===== config.mk =====
export PLATFORM = sky130hd
export DESIGN_NAME = motor_reg_bank
export DESIGN_NICKNAME = d
export VERILOG_FILES = /design/src/rtl/motor_reg_pkg.sv /design/src/rtl/motor_reg_chan.sv /design/src/rtl/motor_reg_bank.sv
export SDC_FILE = /design/constraint.sdc
export NUM_CORES = 1
export LEC_CHECK = 0
export ABC_AREA = 0
export BUFFER_PORTS_ARGS = -buffer_cell sky130_fd_sc_hd__buf_4
export CORE_ASPECT_RATIO = 1.4
export CORE_MARGIN = 3
export CORE_UTILIZATION = 36
export CTS_CLUSTER_SIZE = 30
export DETAILED_ROUTE_END_ITERATION = 10
export PLACE_DENSITY = 0.69
export SKIP_CTS_REPAIR_TIMING = 1
export SLEW_MARGIN = 25
export SYNTH_ARGS = -nofsm -noshare
export SYNTH_HDL_FRONTEND = slang
export SYNTH_SLANG_ARGS = --single-unit

===== constraint.sdc =====
create_clock -name clock -period 2.23 [get_ports clock]
set_input_delay 0 -clock clock [delete_from_list [all_inputs] [get_ports clock]]
set_output_delay 0 -clock clock [all_outputs]
set_load 0.01 [all_outputs]

===== src/rtl/motor_reg_pkg.sv =====
// motor_reg_pkg: address map, field positions and widths shared by the motor register bank
package motor_reg_pkg;
    localparam int ANGLE_W = 12;
    localparam int ID_A = 0;
    localparam int BCAST_A = 1;
    localparam int IRQ_EN_A = 2;
    localparam int IRQ_PEND_A = 3;
    localparam int CURR_HI_A = 4;
    typedef enum logic [1:0] {OFF_CTRL, OFF_TARG, OFF_STAT, OFF_CURR} chan_off_e;
    localparam int CTRL_BRAKE = 7;
    localparam int CTRL_EN = 6;
    localparam int CTRL_DIR = 5;
    localparam int ST_FAULT = 7;
    localparam int CMD_UPD = 5;
    localparam int CMD_ABT = 4;
endpackage


===== src/rtl/motor_reg_chan.sv =====
// motor_reg_chan: one channel's control, staged/committed target, sticky status and command pulses
module motor_reg_chan
    import motor_reg_pkg::*;
(
    input  logic               clock,
    input  logic               reset_n,
    input  logic               sel,
    input  logic               bcast,
    input  logic               write_en,
    input  logic [1:0]         off,
    input  logic [7:0]         wr_data,
    input  logic               fault,
    input  logic               startup_fail,
    input  logic               angle_done,
    input  logic [ANGLE_W-1:0] current_angle,
    output logic               brake,
    output logic               enable,
    output logic               direction,
    output logic [ANGLE_W-1:0] target_angle,
    output logic               update_angle,
    output logic               abort_angle,
    output logic               pend,
    output logic [7:0]         rd_mux
);
    logic [7:0] ctrl, targ_lo;
    logic [2:0] sticky, set;
    logic ctrl_wr, targ_wr, stat_wr, cmd_wr;
    assign ctrl_wr = bcast || (sel && write_en && off == OFF_CTRL);
    assign targ_wr = sel && write_en && off == OFF_TARG;
    assign stat_wr = sel && write_en && off == OFF_STAT;
    assign cmd_wr = sel && write_en && off == OFF_CURR;
    assign set = {fault, startup_fail, angle_done};
    assign brake = ctrl[CTRL_BRAKE];
    assign enable = ctrl[CTRL_EN];
    assign direction = ctrl[CTRL_DIR];
    assign pend = |sticky;
    assign rd_mux = !sel ? 8'h00 :
                    off == OFF_CTRL ? ctrl :
                    off == OFF_TARG ? targ_lo :
                    off == OFF_STAT ? {sticky, 5'b0} : current_angle[7:0];
    always_ff @(posedge clock) begin
        if (!reset_n) begin
            {ctrl, targ_lo, target_angle, sticky, update_angle, abort_angle} <= '0;
        end else begin
            if (ctrl_wr) ctrl <= {wr_data[7:5], 1'b0, wr_data[3:0]};
            if (targ_wr) begin
                targ_lo <= wr_data;
                target_angle <= {ctrl[3:0], wr_data};
            end
            // set is ORed after the clear so a simultaneous event survives
            sticky <= (stat_wr ? sticky & ~wr_data[ST_FAULT -: 3] : sticky) | set;
            update_angle <= cmd_wr && wr_data[CMD_UPD] && !wr_data[CMD_ABT];
            abort_angle <= cmd_wr && wr_data[CMD_ABT];
        end
    end
endmodule


===== src/rtl/motor_reg_bank.sv =====
// motor_reg_bank: host byte-bus register bank for NUM_CH motor channels with registered reads and irq
module motor_reg_bank
    import motor_reg_pkg::*;
#(
    parameter int         NUM_CH  = 4,
    parameter int         ADDR_W  = 6,
    parameter int         CH_BASE = 8,
    parameter logic [7:0] VERSION = 8'h21
) (
    input  logic                      clock,
    input  logic                      reset_n,
    input  logic [ADDR_W-1:0]         address,
    input  logic                      write_en,
    input  logic [7:0]                wr_data,
    input  logic                      read_en,
    output logic [7:0]                rd_data,
    output logic                      rd_valid,
    output logic                      addr_err,
    input  logic [NUM_CH-1:0]         fault,
    input  logic [NUM_CH-1:0]         startup_fail,
    input  logic [NUM_CH-1:0]         angle_done,
    input  logic [ANGLE_W*NUM_CH-1:0] current_angle,
    output logic [NUM_CH-1:0]         brake,
    output logic [NUM_CH-1:0]         enable,
    output logic [NUM_CH-1:0]         direction,
    output logic [ANGLE_W*NUM_CH-1:0] target_angle,
    output logic [NUM_CH-1:0]         update_angle,
    output logic [NUM_CH-1:0]         abort_angle,
    output logic                      irq
);
    localparam int EW = NUM_CH < 8 ? NUM_CH : 8;
    localparam logic [ADDR_W:0] CH_END = (ADDR_W+1)'(CH_BASE + 4*NUM_CH);
    logic [ADDR_W-1:0] rel;
    logic in_ch, mapped, bcast_wr, curr_rd;
    logic [NUM_CH-1:0] sel, pend, last_sel;
    logic [7:0] ch_rd [NUM_CH];
    logic [7:0] ch_or, rd_next;
    logic [3:0] hi_or, shadow_hi;
    logic [EW-1:0] irq_en;
    assign rel = address - ADDR_W'(CH_BASE);
    assign in_ch = address >= ADDR_W'(CH_BASE) && {1'b0, address} < CH_END;
    assign mapped = in_ch || address <= ADDR_W'(CURR_HI_A);
    assign bcast_wr = write_en && address == ADDR_W'(BCAST_A);
    assign curr_rd = read_en && in_ch && rel[1:0] == OFF_CURR;
    for (genvar i = 0; i < NUM_CH; i++) begin : g_ch
        assign sel[i] = in_ch && rel[ADDR_W-1:2] == (ADDR_W-2)'(i);
        motor_reg_chan u_ch (
            .clock(clock), .reset_n(reset_n), .sel(sel[i]), .bcast(bcast_wr),
            .write_en(write_en), .off(rel[1:0]), .wr_data(wr_data),
            .fault(fault[i]), .startup_fail(startup_fail[i]), .angle_done(angle_done[i]),
            .current_angle(current_angle[ANGLE_W*i +: ANGLE_W]),
            .brake(brake[i]), .enable(enable[i]), .direction(direction[i]),
            .target_angle(target_angle[ANGLE_W*i +: ANGLE_W]),
            .update_angle(update_angle[i]), .abort_angle(abort_angle[i]),
            .pend(pend[i]), .rd_mux(ch_rd[i])
        );
    end
    always_comb begin
        ch_or = '0;
        hi_or = '0;
        for (int n = 0; n < NUM_CH; n++) begin
            ch_or |= ch_rd[n];
            hi_or |= sel[n] ? current_angle[ANGLE_W*n+8 +: 4] : 4'd0;
        end
    end
    assign rd_next = !mapped ? 8'h00 :
                     in_ch ? ch_or :
                     address == ADDR_W'(ID_A) ? VERSION :
                     address == ADDR_W'(IRQ_EN_A) ? 8'(irq_en) :
                     address == ADDR_W'(IRQ_PEND_A) ? 8'(pend[EW-1:0]) :
                     address == ADDR_W'(CURR_HI_A) ? {|(angle_done & last_sel), 3'b0, shadow_hi} : 8'h00;
    always_ff @(posedge clock) begin
        if (!reset_n) begin
            {rd_data, rd_valid, addr_err, irq, irq_en, shadow_hi, last_sel} <= '0;
        end else begin
            rd_valid <= read_en;
            addr_err <= (read_en || write_en) && !mapped;
            if (read_en) rd_data <= rd_next;
            if (curr_rd) begin
                shadow_hi <= hi_or;
                last_sel <= sel;
            end
            if (write_en && address == ADDR_W'(IRQ_EN_A)) irq_en <= wr_data[EW-1:0];
            irq <= |(pend[EW-1:0] & irq_en);
        end
    end
endmodule

==> results of run 1 <==
## cells in the mapped netlist (8+ instances only)
cell       count
a21oi_1       77
a22oi_1       18
buf_2         14
buf_4         27
clkbuf_1      26
dfxtp_1      119
inv_1         19
mux2i_1       54
mux4_2        13
nand2_1      113
nand3_1       25
nor2_1        41
o21ai_0       22
o2bb2ai_1      8
## through the flow
step	hold slack [ns]	cells	setup WS, ns	area (sq um)
3_5_place_dp	0.247	961	0.197	6920
2_1_floorplan	0.129	661	0.407	5730
4_1_cts	-0.184	993	0.581	7560
5_1_grt	0.00891	1030	0.108	7940
3_3_place_gp	0.242	961	0.255	6920
6_report	-0.0199	1030	0.207	7940
## routing by layer
layer | vias to the layer above | wire length [um] | GRT usage, %
met5 | - | 0 | 0
li1 | 2638 | - | -
met3 | 52 | 1580 | 4.44
met4 | 0 | 915 | 10.3
met1 | 2677 | 8030 | 27.9
met2 | 287 | 10000 | 37.8
## worst min path at each step
stage                                                endpoint  slack, ns
after floorplan             g_ch[0].u_ch.sticky[0]$_SDFF_PN0_       0.13
after global placement      g_ch[3].u_ch.sticky[1]$_SDFF_PN0_       0.24
after detailed placement    g_ch[2].u_ch.sticky[2]$_SDFF_PN0_       0.25
after CTS                   g_ch[2].u_ch.sticky[2]$_SDFF_PN0_      -0.18
after global routing      g_ch[1].u_ch.abort_angle$_SDFF_PN0_      0.009
final                     g_ch[2].u_ch.abort_angle$_SDFF_PN0_      -0.02
## tightest hold or removal path: cells and delay by family
kind	cells	cell delay [ns]
buffers and inverters	1	0.14
AND/OR/NAND/NOR	2	0.21
## final cells by class
class                           instances  area share [%]
Multi-Input combinational cell        453            36.4
Sequential cell                       119            30.0
Timing Repair Buffer                  214            21.6
Clock buffer                           20            5.88
Tap cell                              192            3.03
Clock inverter                         12            2.19
Inverter                               20           0.946
## registers in the layout (all words and copies together), names as in the netlist
register,flops
g_ch.u_ch.ctrl,28
g_ch.u_ch.targ_lo,28
g_ch.u_ch.target_angle,20
g_ch.u_ch.sticky,12
rd_data,8
g_ch.u_ch.abort_angle,4
g_ch.u_ch.update_angle,4
irq_en,4
last_sel,4
shadow_hi,4
addr_err,1
irq,1
rd_valid,1
## power breakdown
group          switching [mW]  total, mW  internal [mW]  leakage, nW
registers              0.0233       2.18           2.16        0.964
clock network            1.01       2.96           1.95        0.304
logic                   0.283      0.526          0.244         1.99
## logic make-up after synthesis
logic type	share of synthesized area, %
buffers and inverters	8.04
AOI/OAI and AO/OA	17.1
xor gates and xnor gates	0.306
adders and majority gates	0.437
DFF	41.6
and+or+nand+nor	18.0
muxes	14.5
==> results.toml, run 1 <==
[final_layout]
multiInputGateArea_sq_um = 2890
mostFrequentLayoutCells = "buf_4 (176), dfxtp_1 (119), nand2_1 (113)"
drive_gt1_share_pct = 28.0
finalNetCount = 905
diodes = 0
finish.utilization_pct = 51.8
final_common_cell = "buf_4"
syn2layout_area_growth_pct = 38.5
nFillCells = 1450
seq_area_sq_um = 2380

[placement]
place.gp.congestion = 0.972
hpwlAfterDp_mm = 14.7
port_buffers = 156

[sta]
post-route-period-util_pct = 90.7
timing.final.hold_violations = 6
fmaxAchievable_ghz = 0.494
clock_skew_ns = 0.00424
rsz0062_at_grt = "false"
setup_viol = 0
whs_ns = -0.0199
setup-tns-final_ns = 0
min_period_ns = 2.02
worst_pin_slew_ns = 0.635
drv_slew = 0
relSlewSlack_pct = 57.6

[min_path]
holdCritPathClass = "input pin to flop"
whs_path_depth = 3
min-delay-start = "write_en"

[synth]
synth-seq-cells = 119
synth_warnings = 0
yosys.area.top_type = "dfxtp_1"
synth.avg_cell_area_sq_um = 8.67
async_reset_ff_share_pct = 0
ys_seq_area_share_pct = 41.6
syn_nets = 741
yosys.area.top_type_share_pct = 41.6
synth_cell_types = 56
synth_area_leaders = "dfxtp_1 (42%), mux2i_1 (9.4%), nand2_1 (7.4%), a21oi_1 (6.7%), mux4_2 (5.1%)"
synth_cells = 661
syn_area_sq_um = 5730
synth_edf_count = 0
ys.flop_type = "dfxtp_1"

[critical_path]
r2r_end = "rd_data[3]$_SDFFE_PN0P_"
rrSetupSlack_ns = 0.53
arrival_ns = 2.36
reg2reg_from = "g_ch[3].u_ch.sticky[1]$_SDFF_PN0_"
crit_cells = 9
cp_data_required_time_ns = 2.57
worstSetupPathType = "input pin to flop"
r2r_cells = 5
worstSetupStartpoint = "address[3]"
worstSetupStartpointType = "input pin"
cp-end-kind = "flop"
crit_chain = "buf_4, inv_1, ha_1, nor4b_4, o311a_1, buf_4, a22oi_1, dlygate4sd3_1, a31oi_1"
slowest_delay_ns = 0.58
crit_fanout = 12
crit_path_frequent_cell = "buf_4"
slowest_stage = "dlygate4sd3_1"
cp.buffers_inverters = 4
endpoint = "shadow_hi[3]$_SDFFE_PN0P_"
path_delay_family = "buffers and inverters"

[drt]
drtPass1Iterations = 7
drc = 0
drt-initial-drc-count = 458
wl_per_cell_um = 19.9
antenna_left = 0
vias_per_cell = 5.49
drt_wl_total_mm = 20.5
vias = 5654

[power]
p_per_area_nw_per_um2 = 714
p_leak_nw = 3.26
fin_total_pwr_mw = 5.67
peakVddDrop_mv = 0.467

[grt]
overflow = 0
grt.total_usage_pct = 22.6
antenna_found_initial = 0
first_global_vias = 5357
grt_max_degree = 53
grt_pass1_wl_mm = 30.4

[floorplanning]
die_w_um = 113
coreArea_sq_um = 15300
die-area_sq_um = 17500
die_h_um = 155
io_pins = 157
rows = 53
start_util_pct = 37.4

[clock_tree]
clk_latency_ns = 0.41
cts_tree = "built"
cts.sinks = 119
cts_root_buffer = "clkbuf_16"
htreeDepth = 4
clk_pin_slew_worst_paths_ns = 0.06
cts_buffers = 17
clk_path_buf_depth = 2

[flow_run]
drv_cap = 0

[run_status]
status = "complete, but fails checks"
violations = "hold timing"
Power figures use the tool's default switching activity.
==> run 2, diff against run 1 <==
--- a/config.mk
+++ b/config.mk
@@ -7,12 +7,14 @@
 export LEC_CHECK = 0
 export ABC_AREA = 0
 export BUFFER_PORTS_ARGS = -buffer_cell sky130_fd_sc_hd__buf_4
+export CELL_PAD_IN_SITES_DETAIL_PLACEMENT = 1
+export CELL_PAD_IN_SITES_GLOBAL_PLACEMENT = 1
 export CORE_ASPECT_RATIO = 1.4
 export CORE_MARGIN = 3
 export CORE_UTILIZATION = 36
 export CTS_CLUSTER_SIZE = 30
 export DETAILED_ROUTE_END_ITERATION = 10
-export PLACE_DENSITY = 0.69
+export PLACE_DENSITY = 0.86
 export SKIP_CTS_REPAIR_TIMING = 1
 export SLEW_MARGIN = 25
 export SYNTH_ARGS = -nofsm -noshare
==> run 2 against run 1 <==
Effect of this change:
- the run now ends clean
- final area shrank 0.33%
- highest routed layer unchanged
- worst hold slack better by 0.14 ns
- sequential power barely moved
- register-to-register slack got worse by 0.11 ns
- setup slack worse by 0.17 ns
- clock skew rose by 0.0022 ns
==> results.toml, run 2 (synthesis gave the netlist of run 1 again) <==
[floorplanning]
die_h_um = 155
start_util_pct = 37.4
io_pins = 157
die-area_sq_um = 17500
die_w_um = 113
rows = 53
coreArea_sq_um = 15300

[grt]
overflow = 0
antenna_found_initial = 1
grt_max_degree = 36
grt.total_usage_pct = 25.2
first_global_vias = 5962
grt_pass1_wl_mm = 34.0

[sta]
worst_slack_ns = 0.0418
relSlewSlack_pct = 54.1
worst_pin_slew_ns = 0.683
min_period_ns = 2.19
whs_ns = 0.115
drv_slew = 0
setup_viol = 0
clock_skew_ns = 0.00644
timing.final.hold_violations = 0
fmaxAchievable_ghz = 0.457
post-route-period-util_pct = 98.1

[critical_path]
cp-end-kind = "flop"
crit_chain = "buf_4, inv_1, ha_1, nor4b_4, o311a_1, buf_4, a22oi_1, dlygate4sd3_1, a31oi_1"
worstSetupStartpointType = "input pin"
arrival_ns = 2.51
slowest_delay_ns = 0.58
r2r_cells = 5
cp_data_required_time_ns = 2.55
crit_fanout = 12
slowest_stage = "dlygate4sd3_1"
crit_path_frequent_cell = "buf_4"
worstSetupPathType = "input pin to flop"

[final_layout]
seq_area_sq_um = 2380
final_common_cell = "buf_4"
multiInputGateArea_sq_um = 2890
reg_top3 = "g_ch.u_ch.ctrl x28, g_ch.u_ch.targ_lo x28, g_ch.u_ch.target_angle x20"
finish.utilization_pct = 51.6
design_area_sq_um = 7910
finalNetCount = 913
syn2layout_area_growth_pct = 38.1
nFillCells = 1798
drive_gt1_share_pct = 27.9
mostFrequentLayoutCells = "buf_4 (182), dfxtp_1 (119), nand2_1 (113)"

[clock_tree]
cts_root_buffer = "clkbuf_16"
clk_path_buf_depth = 2
cts_tree = "built"
cts.sinks = 119
clk_latency_ns = 0.42
htreeDepth = 4
cts_buffers = 17
clk_pin_slew_worst_paths_ns = 0.06

[drt]
drtPass1Iterations = 5
drc = 0
drt-initial-drc-count = 388
drt_wl_total_mm = 23.9
vias = 5948
vias_per_cell = 5.73
wl_per_cell_um = 23.0
antenna_left = 0

[run_status]
status = "finished, final reports clean"

[placement]
hpwlAfterDp_mm = 16.7
dpl_cell_area_sq_um = 6970
place.gp.congestion = 0.927
port_buffers = 156
pre_cts_ws_ns = 0.129

[power]
p_leak_nw = 3.26
p_per_area_nw_per_um2 = 675
peakVddDrop_mv = 0.374
fin_total_pwr_mw = 5.34

[min_path]
holdCritPathClass = "input pin to flop"
whs_path_depth = 4

[flow_run]
drv_cap = 0
[run 2: changes by cell type in the layout (fill, tap and decap cells not counted), sizes merged]
cell	change
buf	+6
clkinvlp	-3
dlygate4sd3	+2
diode	+1
bufinv	-2
clkinv	+3
clkbuf	+1
[run 2: path summary, 6_finish.rpt]
path,from,to,slack (ns)
worst max-delay path,address[3],shadow_hi[3]$_SDFFE_PN0P_,0.04
worst min-delay path,address[4],g_ch[3].u_ch.abort_angle$_SDFF_PN0_,0.12
worst max register to register,g_ch[2].u_ch.sticky[1]$_SDFF_PN0_,rd_data[2]$_SDFFE_PN0P_,0.42
worst min register to register,g_ch[0].u_ch.target_angle[9]$_SDFFE_PN0P_,g_ch[0].u_ch.target_angle[9]$_SDFFE_PN0P_,0.46
[run 2: cell type report]
type | count | area share [%]
sequential | 119 | 30.1
tap | 192 | 3.04
antenna | 1 | 0.0316
timing repair buffer | 222 | 22.5
clock buffer | 21 | 5.57
multi-input combinational | 453 | 36.5
clock inverter | 10 | 1.34
inverter | 20 | 0.949
[run 2: stage by stage]
step	TNS, ns	instances
6_report	0	1038
5_1_grt	-0.0376	1038
2_1_floorplan	0	661
3_5_place_dp	0	967
4_1_cts	0	998
3_3_place_gp	0	967
[run 2: layer usage]
layer | routed length (um) | share of wire, % | vias up | global-route usage (%)
li1 | - | - | 2659 | -
met1 | 8870 | 37 | 2882 | 28.7
met2 | 11700 | 49 | 314 | 43.2
met3 | 1800 | 7.5 | 93 | 5.72
met4 | 1470 | 6.2 | 0 | 14.0
met5 | 0 | 0 | - | 0
[run 2: worst max-delay path, delay by kind of cell]
| family | cells | cell delay, ns |
|---|---|---|
| AO/OA/AOI/OAI | 3 | 0.75 |
| adder cells (fa/ha/maj) | 1 | 0.33 |
| buffers and inverters | 4 | 1.05 |
| AND/OR/NAND/NOR | 1 | 0.37 |
[run 2: power by group]
group | total, mW | switching, mW | internal [mW] | leakage [nW]
registers | 2.18 | 0.0266 | 2.16 | 0.964
clock network | 2.60 | 0.974 | 1.62 | 0.270
logic | 0.558 | 0.306 | 0.252 | 2.03
total | 5.34 | 1.31 | 4.03 | 3.26
